<file path="config.mk">
export PLATFORM = sky130hd
export DESIGN_NAME = dsram_arb
export DESIGN_NICKNAME = d
export VERILOG_FILES = /design/src/rtl/dsram_arb.sv
export SDC_FILE = /design/constraint.sdc
export NUM_CORES = 1
export LEC_CHECK = 0
export CAP_MARGIN = 5
export CELL_PAD_IN_SITES_DETAIL_PLACEMENT = 1
export CELL_PAD_IN_SITES_GLOBAL_PLACEMENT = 1
export CORE_AREA = 2 2 105 107
export DETAILED_ROUTE_END_ITERATION = 7
export DIE_AREA = 0 0 107 109
export DONT_BUFFER_PORTS = 1
export MAX_ROUTING_LAYER = met4
export PLACE_DENSITY_LB_ADDON = 0.1
export SYNTH_ARGS = -nofsm -noshare
export SYNTH_HDL_FRONTEND = slang
export SYNTH_SLANG_ARGS = --single-unit
</file>
<file path="constraint.sdc">
create_clock -name clk_i -period 7.5 [get_ports clk_i]
set_input_delay 0.75 -clock clk_i [delete_from_list [all_inputs] [get_ports clk_i]]
set_output_delay 0.75 -clock clk_i [all_outputs]
set_load 0.05 [all_outputs]
</file>
<file path="src/rtl/dsram_arb.sv">
// Two-master round-robin arbiter and access sequencer for the data SRAM.
// One access per cycle, single pending-response slot, aligned/extended load data.
module dsram_arb #(
  parameter int AW = 16
) (
  input  logic          clk_i,
  input  logic          rst_i,
  input  logic          m0_req_valid_i,
  output logic          m0_req_ready_o,
  input  logic          m0_req_we_i,
  input  logic [AW+1:0] m0_req_addr_i,
  input  logic [1:0]    m0_req_size_i,
  input  logic          m0_req_unsigned_i,
  input  logic [31:0]   m0_req_wdata_i,
  output logic          m0_rsp_valid_o,
  input  logic          m0_rsp_ready_i,
  output logic [31:0]   m0_rsp_rdata_o,
  output logic          m0_rsp_err_o,
  input  logic          m1_req_valid_i,
  output logic          m1_req_ready_o,
  input  logic          m1_req_we_i,
  input  logic [AW+1:0] m1_req_addr_i,
  input  logic [1:0]    m1_req_size_i,
  input  logic          m1_req_unsigned_i,
  input  logic [31:0]   m1_req_wdata_i,
  output logic          m1_rsp_valid_o,
  input  logic          m1_rsp_ready_i,
  output logic [31:0]   m1_rsp_rdata_o,
  output logic          m1_rsp_err_o,
  output logic          sram_csn_o,
  output logic          sram_wen_o,
  output logic [3:0]    sram_ben_o,
  output logic [AW-1:0] sram_addr_o,
  output logic [31:0]   sram_din_o,
  input  logic [31:0]   sram_dout_i
);

  function automatic logic req_err(input logic [1:0] size, input logic [1:0] lsb);
    case (size)
      2'd0:    req_err = 1'b0;
      2'd1:    req_err = lsb[0];
      2'd2:    req_err = (lsb != 2'd0);
      default: req_err = 1'b1;
    endcase
  endfunction

  function automatic logic [3:0] size_ben(input logic [1:0] size);
    case (size)
      2'd0:    size_ben = 4'b0001;
      2'd1:    size_ben = 4'b0011;
      2'd2:    size_ben = 4'b1111;
      default: size_ben = 4'b0000;
    endcase
  endfunction

  function automatic logic [31:0] load_ext(input logic [31:0] word, input logic [1:0] off,
                                           input logic [1:0] size, input logic uns);
    logic [31:0] sh;
    sh = word >> {off, 3'b000};
    case (size)
      2'd0:    load_ext = uns ? {24'h000000, sh[7:0]} : {{24{sh[7]}}, sh[7:0]};
      2'd1:    load_ext = uns ? {16'h0000, sh[15:0]} : {{16{sh[15]}}, sh[15:0]};
      2'd2:    load_ext = sh;
      default: load_ext = 32'h00000000;
    endcase
  endfunction

  logic       pend_valid_q, pend_valid_d;
  logic       pend_owner_q, pend_owner_d;
  logic       pend_load_q, pend_load_d;
  logic       pend_err_q, pend_err_d;
  logic [1:0] pend_off_q, pend_off_d;
  logic [1:0] pend_size_q, pend_size_d;
  logic       pend_uns_q, pend_uns_d;
  logic       rr_ptr_q, rr_ptr_d;

  logic          own_rsp_ready_s;
  logic          can_issue_s;
  logic          grant_s;
  logic          accept_s;
  logic          access_s;
  logic          g_we_s;
  logic [AW+1:0] g_addr_s;
  logic [1:0]    g_size_s;
  logic          g_uns_s;
  logic [31:0]   g_wdata_s;
  logic          g_err_s;
  logic [31:0]   rsp_data_s;

  // Grant selection and the request mux; ready only when the slot can be refilled.
  always_comb begin
    own_rsp_ready_s = pend_owner_q ? m1_rsp_ready_i : m0_rsp_ready_i;
    can_issue_s     = !pend_valid_q || own_rsp_ready_s;
    if (m0_req_valid_i && m1_req_valid_i) begin
      grant_s = rr_ptr_q;
    end else begin
      grant_s = m1_req_valid_i;
    end
    accept_s = (m0_req_valid_i || m1_req_valid_i) && can_issue_s && !rst_i;
    if (grant_s) begin
      g_we_s    = m1_req_we_i;
      g_addr_s  = m1_req_addr_i;
      g_size_s  = m1_req_size_i;
      g_uns_s   = m1_req_unsigned_i;
      g_wdata_s = m1_req_wdata_i;
    end else begin
      g_we_s    = m0_req_we_i;
      g_addr_s  = m0_req_addr_i;
      g_size_s  = m0_req_size_i;
      g_uns_s   = m0_req_unsigned_i;
      g_wdata_s = m0_req_wdata_i;
    end
    g_err_s  = req_err(g_size_s, g_addr_s[1:0]);
    access_s = accept_s && !g_err_s;
  end

  assign m0_req_ready_o = can_issue_s && !grant_s && !rst_i;
  assign m1_req_ready_o = can_issue_s && grant_s && !rst_i;

  // SRAM strobes are only active in the cycle a legal request is accepted.
  always_comb begin
    sram_csn_o  = !access_s;
    sram_wen_o  = !(access_s && g_we_s);
    sram_addr_o = g_addr_s[AW+1:2];
    sram_din_o  = g_wdata_s << {g_addr_s[1:0], 3'b000};
    if (access_s) begin
      sram_ben_o = size_ben(g_size_s) << g_addr_s[1:0];
    end else begin
      sram_ben_o = 4'b0000;
    end
  end

  // Pending slot: reload on accept, otherwise drain on the owner's handshake.
  always_comb begin
    pend_valid_d = pend_valid_q;
    pend_owner_d = pend_owner_q;
    pend_load_d  = pend_load_q;
    pend_err_d   = pend_err_q;
    pend_off_d   = pend_off_q;
    pend_size_d  = pend_size_q;
    pend_uns_d   = pend_uns_q;
    rr_ptr_d     = rr_ptr_q;
    if (accept_s) begin
      pend_valid_d = 1'b1;
      pend_owner_d = grant_s;
      pend_load_d  = !g_we_s;
      pend_err_d   = g_err_s;
      pend_off_d   = g_addr_s[1:0];
      pend_size_d  = g_size_s;
      pend_uns_d   = g_uns_s;
      rr_ptr_d     = !grant_s;
    end else if (pend_valid_q && own_rsp_ready_s) begin
      pend_valid_d = 1'b0;
    end else begin
      pend_valid_d = pend_valid_q;
    end
  end

  always_ff @(posedge clk_i or posedge rst_i) begin
    if (rst_i) begin
      pend_valid_q <= 1'b0;
      pend_owner_q <= 1'b0;
      pend_load_q  <= 1'b0;
      pend_err_q   <= 1'b0;
      pend_off_q   <= 2'd0;
      pend_size_q  <= 2'd0;
      pend_uns_q   <= 1'b0;
      rr_ptr_q     <= 1'b0;
    end else begin
      pend_valid_q <= pend_valid_d;
      pend_owner_q <= pend_owner_d;
      pend_load_q  <= pend_load_d;
      pend_err_q   <= pend_err_d;
      pend_off_q   <= pend_off_d;
      pend_size_q  <= pend_size_d;
      pend_uns_q   <= pend_uns_d;
      rr_ptr_q     <= rr_ptr_d;
    end
  end

  // Read data comes straight off the SRAM; it stays valid because csn holds high while stalled.
  always_comb begin
    if (pend_load_q && !pend_err_q) begin
      rsp_data_s = load_ext(sram_dout_i, pend_off_q, pend_size_q, pend_uns_q);
    end else begin
      rsp_data_s = 32'h00000000;
    end
    m0_rsp_valid_o = pend_valid_q && !pend_owner_q;
    m1_rsp_valid_o = pend_valid_q && pend_owner_q;
    m0_rsp_rdata_o = m0_rsp_valid_o ? rsp_data_s : 32'h00000000;
    m1_rsp_rdata_o = m1_rsp_valid_o ? rsp_data_s : 32'h00000000;
    m0_rsp_err_o   = m0_rsp_valid_o && pend_err_q;
    m1_rsp_err_o   = m1_rsp_valid_o && pend_err_q;
  end

endmodule

</file>
==> results.sh, run 1 <==
export IMPL_cp_arrival_ps=3880
export IMPL_die_area_um2=11700
export IMPL_synthCells=481
export IMPL_path_cells="nand2b_4 -> and2_1 -> buf_4 -> mux2i_1 -> inv_1 -> ha_1 -> nor2b_1 -> o211ai_1 -> nor2b_1 -> or3_1 -> a31oi_1"
export IMPL_postCtsSetupBuffers=0
export IMPL_num_vias=3303
export IMPL_cap_violations=0
export IMPL_clk_insertion_delay_late_ps=240
export IMPL_max_freq_mhz=216
export IMPL_slowest_delay_ps=880
export IMPL_crit_fanout=28
export IMPL_maxSlewViolCount=0
export IMPL_die_w_um=107
export IMPL_period_needed_ps=4630
export IMPL_clk_path_buf_depth=2
export IMPL_grt_max_degree=81
export IMPL_drt_total_wl_mm=13.0
export IMPL_setup_tns_final_ps=0
export IMPL_grt_pass1_wl_mm=18.5
export IMPL_post_drt_wl_per_cell_um=22.5
export IMPL_dp_hpwl_mm=10.5
export IMPL_pre_cts_ws_ps=2850
export IMPL_hold_violations=0
export IMPL_cts_buffers=3
export IMPL_first_pass_iters=4
export IMPL_core_um2=10600
export IMPL_yosys_warnings=0
export IMPL_crit_path_frequent_cell="nor2b_1"
export IMPL_die_h_um=109
export IMPL_grt_antenna_before_repair=0
export IMPL_fin_crit_sh=0.617
export IMPL_io_buffers=0
export IMPL_status="finished clean"
export IMPL_vdd_drop_max_uv=104
export IMPL_syn2layout_area_growth_pct=0.154
export IMPL_hp_class="in -> async"
export IMPL_ys_types=43
export IMPL_setup_slack_ps=2870
export IMPL_cp_required_ps=6750
export IMPL_routabilityCongestion=0.846
export IMPL_start_kind="primary input"
export IMPL_rr_worst_depth=8
export IMPL_seq_area_frac_synth=0.0771
export IMPL_fillers=1364
export IMPL_multi_input_area_um2=2690
export IMPL_ys_seq_elements=10
export IMPL_rsz0062_at_grt="false"
export IMPL_slowest_stage="a31oi_1"
export IMPL_p_leak_nw=1.35
export IMPL_clk_pin_slew_ps=50
export IMPL_synth_edf_count=0
export IMPL_ant_nets=0
export IMPL_cts_resized=0
export IMPL_ios=270
export IMPL_grt_pass1_vias=3191
export IMPL_diodes=0
export IMPL_async_flop_share=1.00
export IMPL_rows=38
export IMPL_ff2ff_setup_slack_ps=4920
export IMPL_h_tree_depth=1
export IMPL_clock_skew_ps=1.59
export IMPL_cts_tree="yes"
export IMPL_fin_nets=590
export IMPL_drive_gt1_frac=0.144
export IMPL_setup_viol=0
export IMPL_root_buffer="clkbuf_8"
export IMPL_initial_utilization=0.306
export IMPL_vias_per_cell=5.70
export IMPL_drt_iter0_drc=124
export IMPL_grt_overflow_total=0
export IMPL_worstMarginPinSlew_ps=1180
export IMPL_syn_area_per_cell_um2=6.75
export IMPL_seq_area_um2=250
export IMPL_cts_sinks=10
export IMPL_end_kind="output pin"
export IMPL_slew_limit_headroom=0.212
export IMPL_syn_cell_area_um2=3240
export IMPL_timing_setup_critical_path_class="in -> out"
export IMPL_synth_ff_type="dfrtp_1"
export IMPL_grt_total_usage=0.208
export IMPL_syn_nets=631
export IMPL_p_per_area_nw_per_um2=206
export IMPL_ctsHoldBuffers=0
export IMPL_route_detailed_drc=0
## Yosys cell counts, types with 10 or more instances
library cell,number,area [µm²]
nand2_1,101,379
nor2_1,69,259
mux2i_1,48,480
a21oi_1,43,215
mux2_2,37,417
o21ai_0,18,90.1
buf_4,17,128
clkbuf_1,17,63.8
buf_2,16,80.1
and2_1,14,87.6
dfrtp_1,10,250
## path summary, 6_finish.rpt
check | endpoint | start
worst max register to register | pend_err_q | rr_ptr_q
worst max-delay path | sram_ben_o[3] | m0_req_valid_i
worst min-delay path | pend_valid_q | rst_i
worst min register to register | rr_ptr_q | rr_ptr_q
min in group clk_i | rr_ptr_q | rr_ptr_q
max in group asynchronous | pend_size_q[1] | rst_i
## per-stage QoR
stage / util / hold slack, ps / cells / cell area [µm²] / power [mW]
global route: 0.306 / 431 / 579 / 3250 / 0.711
detailed placement: 0.301 / 497 / 575 / 3190 / 0.605
global placement: 0.301 / 488 / 575 / 3190 / 0.598
finish: 0.306 / 406 / 579 / 3250 / 0.671
CTS: 0.306 / 410 / 579 / 3250 / 0.676
floorplan: - / 467 / 481 / 3240 / 0.551
## cells in the final DEF (no fill, tap or decap), drive strengths merged, types with 2 or more instances in the layout
| cell | instances |
|---|---|
| nand2 | 102 |
| and2 | 14 |
| o2bb2ai | 5 |
| ha | 4 |
| mux4 | 6 |
| or3 | 3 |
| o22ai | 8 |
| o21ai | 18 |
| mux2 | 42 |
| nand2b | 7 |
| o211ai | 8 |
| and3 | 2 |
| o21a | 6 |
| a31oi | 4 |
| inv | 8 |
| dfrtp | 10 |
| nor2 | 69 |
| buf | 7 |
| clkbuf | 4 |
| mux2i | 48 |
| a21oi | 43 |
| o22a | 2 |
| nor2b | 7 |
## final cells by class
type                       count  share of cell area
tap                          140              0.0539
clock buffer                   4              0.0169
sequential                    10              0.0770
timing repair buffer           7              0.0162
inverter                       8             0.00924
multi-input combinational    410               0.827
## cell families (layout without fill, tap and decap cells)
kind of cell,Yosys count,count (layout),synth area share
AOI/OAI and AO/OA,101,101,0.194
muxes,96,96,0.339
buffers and inverters,61,19,0.0964
DFF,10,10,0.0771
adders and majority gates,4,4,0.0154
and+or+nand+nor,209,209,0.278
## flip-flops by register name (all words and copies together) (netlist names)
| signal | flops |
|---|---|
| pend_size_q | 2 |
| pend_valid_q | 1 |
| pend_err_q | 1 |
| pend_uns_q | 1 |
| rr_ptr_q | 1 |
| pend_load_q | 1 |
| pend_owner_q | 1 |
| pend_off_q | 2 |
## worst max-delay path, delay by kind of cell
kind,cells,cell delay [ps]
compound gates,2,960
simple gates,5,940
buf+inv,2,480
mux,1,400
fa+ha+maj,1,340
## layer usage
layer / share of wire / track usage
met1: 0.42 / 0.255
met2: 0.50 / 0.360
met3: 0.071 / 0.0484
met5: 0 / -
met4: 0.0051 / 0.0241
## power breakdown
part           internal [mW]  leakage (nW)  switching, mW
sequential            0.0669         0.113         0.0284
clock                 0.0463        0.0288         0.0224
combinational          0.136          1.20          0.370
Power figures use the tool's default switching activity.
==> run 2, diff against run 1 <==
--- a/config.mk
+++ b/config.mk
@@ -8,9 +8,9 @@
 export CAP_MARGIN = 5
 export CELL_PAD_IN_SITES_DETAIL_PLACEMENT = 1
 export CELL_PAD_IN_SITES_GLOBAL_PLACEMENT = 1
-export CORE_AREA = 2 2 105 107
+export CORE_AREA = 2 2 104 106
 export DETAILED_ROUTE_END_ITERATION = 7
-export DIE_AREA = 0 0 107 109
+export DIE_AREA = 0 0 106 108
 export DONT_BUFFER_PORTS = 1
 export MAX_ROUTING_LAYER = met4
 export PLACE_DENSITY_LB_ADDON = 0.1
==> constraint.sdc (replaced) <==
create_clock -name clk_i -period 4.2 [get_ports clk_i]
set_input_delay 0.42 -clock clk_i [delete_from_list [all_inputs] [get_ports clk_i]]
set_output_delay 0.42 -clock clk_i [all_outputs]
set_load 0.05 [all_outputs]
==> run 2 against run 1 <==
Net effect:
- first-iteration DRC count increased by 7.3%
- sequential share of layout area decreased by 0.84 points
- worst hold slack got worse by 330 ps
- via count increased by 7.3%
- flip-flop and latch count unchanged
- critical endpoint unchanged
- largest cell class unchanged
- highest routed layer unchanged
==> results.sh, run 2 (synthesis gave the netlist of run 1 again) <==
export IMPL_status="finished clean"
export IMPL_cts_buffers=3
export IMPL_h_tree_depth=1
export IMPL_grt_overflow_total=0
export IMPL_postCtsSetupBuffers=0
export IMPL_cts_sinks=10
export IMPL_clock_skew_ps=3.55
export IMPL_whs_ps=75.0
export IMPL_route_detailed_drc=0
export IMPL_p_sw_uw=767
export IMPL_fin_nets=643
export IMPL_num_vias=3545
export IMPL_setup_viol=0
export IMPL_worstMarginPinSlew_ps=1180
export IMPL_cp_required_ps=3780
export IMPL_core_um2=10200
export IMPL_p_per_area_nw_per_um2=342
export IMPL_grt_pass1_vias=3682
export IMPL_p_leak_nw=1.63
export IMPL_end_kind="output pin"
export IMPL_max_freq_mhz=294
export IMPL_fin_crit_sh=0.811
export IMPL_ant_nets=0
export IMPL_die_area_um2=11400
export IMPL_initial_utilization=0.317
export IMPL_post_drt_wl_per_cell_um=22.0
export IMPL_rsz0062_at_grt="false"
export IMPL_vdd_drop_max_uv=164
export IMPL_rows=37
export IMPL_clock_power_share=0.098
export IMPL_vias_per_cell=5.64
export IMPL_cp_arrival_ps=2980
export IMPL_clk_path_buf_depth=2
export IMPL_cap_violations=0
export IMPL_maxSlewViolCount=0
export IMPL_slew_limit_headroom=0.214
export IMPL_grt_pass1_wl_mm=20.6
export IMPL_drt_total_wl_mm=13.8
export IMPL_dp_hpwl_mm=11.3
export IMPL_io_buffers=0
export IMPL_period_needed_ps=3400
export IMPL_root_buffer="clkbuf_8"
export IMPL_cts_tree="yes"
export IMPL_drive_gt1_frac=0.238
export IMPL_clk_pin_slew_ps=50
export IMPL_fillers=1323
export IMPL_grt_max_degree=48
export IMPL_switching_share=0.614
export IMPL_final_common_cell="nand2_1"
export IMPL_p_int_uw=482
export IMPL_power_frac_seq=0.127
export IMPL_reg_top3="pend_off_q: 2 flops, pend_size_q: 2 flops"
export IMPL_grt_total_usage=0.231
export IMPL_die_w_um=106
export IMPL_grt_antenna_before_repair=0
export IMPL_first_pass_iters=4
export IMPL_diodes=0
export IMPL_hp_class="in -> async"
export IMPL_hold_violations=0
export IMPL_setup_tns_final_ps=0
export IMPL_ctsHoldBuffers=0
export IMPL_cts_resized=0
export IMPL_syn2layout_area_growth_pct=12.5
export IMPL_clk_insertion_delay_late_ps=240
export IMPL_crit_fanout=5
export IMPL_start_kind="flip-flop"
export IMPL_die_h_um=108
export IMPL_final_cell_mix="nand2_1 (101), nor2_1 (69), buf_4 (60), mux2i_1 (48), a21oi_1 (43)"
export IMPL_routabilityCongestion=0.826
export IMPL_combPwrFrac=0.775
export IMPL_drt_iter0_drc=133
export IMPL_ios=270
export IMPL_timing_setup_critical_path_class="reg -> out"
run 2: cell types whose count changed in the layout (fill, tap and decap cells not counted), sizes merged:
cell  delta
buf     +53
run 2: layout make-up:
class | instances | area, µm² | share of cell area
clock buffers | 4 | 55.1 | 0.0151
inverters | 8 | 30.0 | 0.00823
multi-input cells | 410 | 2690 | 0.738
flip-flops and latches | 10 | 250 | 0.0686
well taps | 136 | 170 | 0.0466
repair buffers | 60 | 450 | 0.123
run 2: final timing paths:
check	slack (ps)	cells past startpoint	start	endpoint
max	800	11	rr_ptr_q	sram_ben_o[3]
min	70	1	rst_i	pend_off_q[0]
max reg2reg	1980	7	rr_ptr_q	pend_err_q
min reg2reg	520	2	rr_ptr_q	rr_ptr_q
max in group asynchronous	3820	1	rst_i	pend_err_q
min in group clk_i	340	2	m0_req_unsigned_i	pend_uns_q
run 2: worst max-delay path, stage by stage, from the launching register on:
cell and delay, ps:
dfrtp_1 340, nand2b_4 160, and2_1 280, mux2i_1 390
inv_1 120, ha_1 330, nor2b_1 140, o211ai_1 90
nor2b_1 170, or3_1 320, a31oi_1 180, buf_4 220
run 2: power groups by stage:
| stage | Clock (mW) | Sequential [mW] | Combinational, mW |
|---|---|---|---|
| detailed placement | 0 | 0.160 | 0.968 |
| CTS | 0.126 | 0.159 | 0.971 |
| global placement | 0 | 0.159 | 0.956 |
| global route | 0.130 | 0.163 | 1.03 |
| floorplan | 0 | 0.136 | 0.848 |
| finish | 0.122 | 0.158 | 0.968 |
run 2: routing by layer:
layer	share of wire	global-route usage
met3	0.076	0.0470
met4	0.0098	0.0301
met5	0	-
met2	0.51	0.424
met1	0.41	0.269
run 2: per-stage QoR:
step / setup slack (ps) / area [µm²] / cells / util / total power [mW]
after floorplan: 579 / 3240 / 481 / - / 0.983
after global placement: 1160 / 3590 / 624 / 0.351 / 1.12
after detailed placement: 1000 / 3590 / 624 / 0.351 / 1.13
after CTS: 762 / 3650 / 628 / 0.357 / 1.26
after global routing: 604 / 3650 / 628 / 0.357 / 1.32
final: 796 / 3650 / 628 / 0.357 / 1.25
==> run 3, diff against run 2 <==
==> constraint.sdc (replaced) <==
create_clock -name clk_i -period 3 [get_ports clk_i]
set_input_delay 0.3 -clock clk_i [delete_from_list [all_inputs] [get_ports clk_i]]
set_output_delay 0.3 -clock clk_i [all_outputs]
set_load 0.05 [all_outputs]
==> run 3 against run 2 <==
Net effect:
- worst hold slack better by 130 ps
- combinational power up 55%
- via count up 4.7%
- core utilization up 6.1 points
- cell count up 9.6%
- die area unchanged
- global-route usage up 0.55 points
- flip-flop and latch count unchanged
- first-iteration DRC count up 13%
- sequential power up 37%
- non-clock buffer count up 59
- critical path type unchanged
- largest cell class unchanged
- largest power group unchanged
==> results.sh, run 3 (synthesis gave the netlist of run 1 again) <==
export IMPL_grt_pass1_vias=3843
export IMPL_h_tree_depth=1
export IMPL_hold_violations=0
export IMPL_grt_antenna_before_repair=1
export IMPL_grt_max_degree=34
export IMPL_whs_ps=207
export IMPL_initial_utilization=0.317
export IMPL_final_common_cell="buf_4"
export IMPL_core_um2=10200
export IMPL_power_frac_seq=0.115
export IMPL_fin_util=0.417
export IMPL_syn2layout_area_growth_pct=31.6
export IMPL_grt_pass1_wl_mm=21.0
export IMPL_met1_length_mm=5.74
export IMPL_setup_viol=0
export IMPL_crit_fanout=4
export IMPL_reg_top3="pend_off_q: 2 flops, pend_size_q: 2 flops"
export IMPL_die_area_um2=11400
export IMPL_max_freq_mhz=336
export IMPL_vdd_drop_max_uv=242
export IMPL_clk_insertion_delay_late_ps=240
export IMPL_start_kind="flip-flop"
export IMPL_setup_slack_ps=21.6
export IMPL_fin_cells=688
export IMPL_clock_skew_ps=5.84
export IMPL_cp_required_ps=2700
export IMPL_combPwrFrac=0.793
export IMPL_placed_area_um2=4100
export IMPL_cts_sinks=10
export IMPL_die_w_um=106
export IMPL_drt_iter0_drc=150
export IMPL_slew_limit_headroom=0.314
export IMPL_setup_tns_final_ps=0
export IMPL_cts_tree="yes"
export IMPL_drive_gt1_frac=0.339
export IMPL_grt_total_usage=0.237
export IMPL_routabilityCongestion=0.816
export IMPL_p_int_uw=786
export IMPL_first_pass_iters=4
export IMPL_die_h_um=108
export IMPL_hp_class="in -> reg"
export IMPL_slowest_stage="dfrtp_1"
export IMPL_wl_met3_um=837
export IMPL_p_leak_nw=1.96
export IMPL_clk_path_buf_depth=2
export IMPL_totalPowerFinal_mw=1.89
export IMPL_root_buffer="clkbuf_8"
export IMPL_pre_cts_ws_ps=-21.5
export IMPL_timing_setup_critical_path_class="reg -> out"
export IMPL_slowest_delay_ps=350
export IMPL_rows=37
export IMPL_period_needed_ps=2980
export IMPL_ios=270
export IMPL_dr_max_layer_used="met4"
export IMPL_clk_pin_slew_ps=50
export IMPL_path_cells="nand2b_4 -> and2_4 -> mux2i_4 -> inv_2 -> ha_4 -> nor2b_4 -> o211ai_1 -> nor2b_2 -> or3_4 -> a31oi_4 -> buf_12"
export IMPL_route_detailed_drc=0
export IMPL_final_cell_mix="buf_4 (111), nand2_1 (101), nor2_1 (69), mux2i_1 (46), a21oi_1 (43)"
export IMPL_wl_met2_mm=7.31
export IMPL_cap_violations=0
export IMPL_end_kind="output pin"
export IMPL_cts_buffers=3
export IMPL_p_sw_mw=1.10
export IMPL_switching_share=0.583
export IMPL_status="finished clean"
export IMPL_dp_hpwl_mm=11.5
export IMPL_maxSlewViolCount=0
export IMPL_worstMarginPinSlew_ps=1030
export IMPL_clock_power_share=0.092
export IMPL_ant_nets=0
export IMPL_post_drt_wl_per_cell_um=20.5
export IMPL_num_vias=3713
export IMPL_dp_cells=677
export IMPL_rsz0062_at_grt="true"
export IMPL_vias_per_cell=5.40
export IMPL_final_area_um2=4270
export IMPL_io_buffers=0
export IMPL_grt_overflow_total=0
export IMPL_fin_crit_sh=0.993
export IMPL_cp_arrival_ps=2680
export IMPL_p_per_area_nw_per_um2=441
export IMPL_fin_nets=702
export IMPL_drt_total_wl_mm=14.1
## run 3: critical path: cells and delay by family, from the launching register on
kind / cells / cell delay (ps)
DFF: 1 / 350
and+or+nand+nor: 5 / 970
AOI/OAI and AO/OA: 2 / 300
muxes: 1 / 270
buffers and inverters: 2 / 250
adders and majority gates: 1 / 280
## run 3: routing by layer
metal	vias to the layer above	GRT usage
li1	1790	-
met1	1759	0.280
met2	150	0.425
met3	14	0.0398
met4	0	0.0508
met5	-	-
## run 3: worst paths after layout
kind / end / depth (start not counted) / slack [ps] / from
min in group asynchronous: pend_size_q[1] / 3 / 480 / rst_i
worst min-delay path: pend_uns_q / 2 / 210 / m1_req_unsigned_i
worst min register to register: pend_load_q / 2 / 560 / pend_load_q
worst max-delay path: sram_ben_o[3] / 11 / 20 / rr_ptr_q
max in group asynchronous: pend_owner_q / 3 / 2370 / rst_i
worst max register to register: rr_ptr_q / 6 / 1010 / rr_ptr_q
## run 3: final cells by class
cell class,instances,area (µm²)
tap,136,170
fill,1289,5960
timing repair buffer,119,983
sequential,10,250
multi-input combinational,410,2780
clock buffer,4,55.1
antenna,1,2.50
inverter,8,30.0
## run 3: power groups by stage
stage / Sequential [mW] / Combinational (mW) / Clock (mW)
after floorplan: 0.190 / 1.19 / 0
after global placement: 0.216 / 1.44 / 0
after detailed placement: 0.217 / 1.46 / 0
after CTS: 0.216 / 1.48 / 0.176
after global routing: 0.222 / 1.60 / 0.182
final: 0.217 / 1.50 / 0.174
## run 3: what timing repair did
action	in CTS	in global routing
endpoints found under the hold margin	10	0
buffers inserted	1	4
setup endpoints to repair	1	3
pin swaps	1	2
hold buffers	1	0
gates resized for setup	6	8
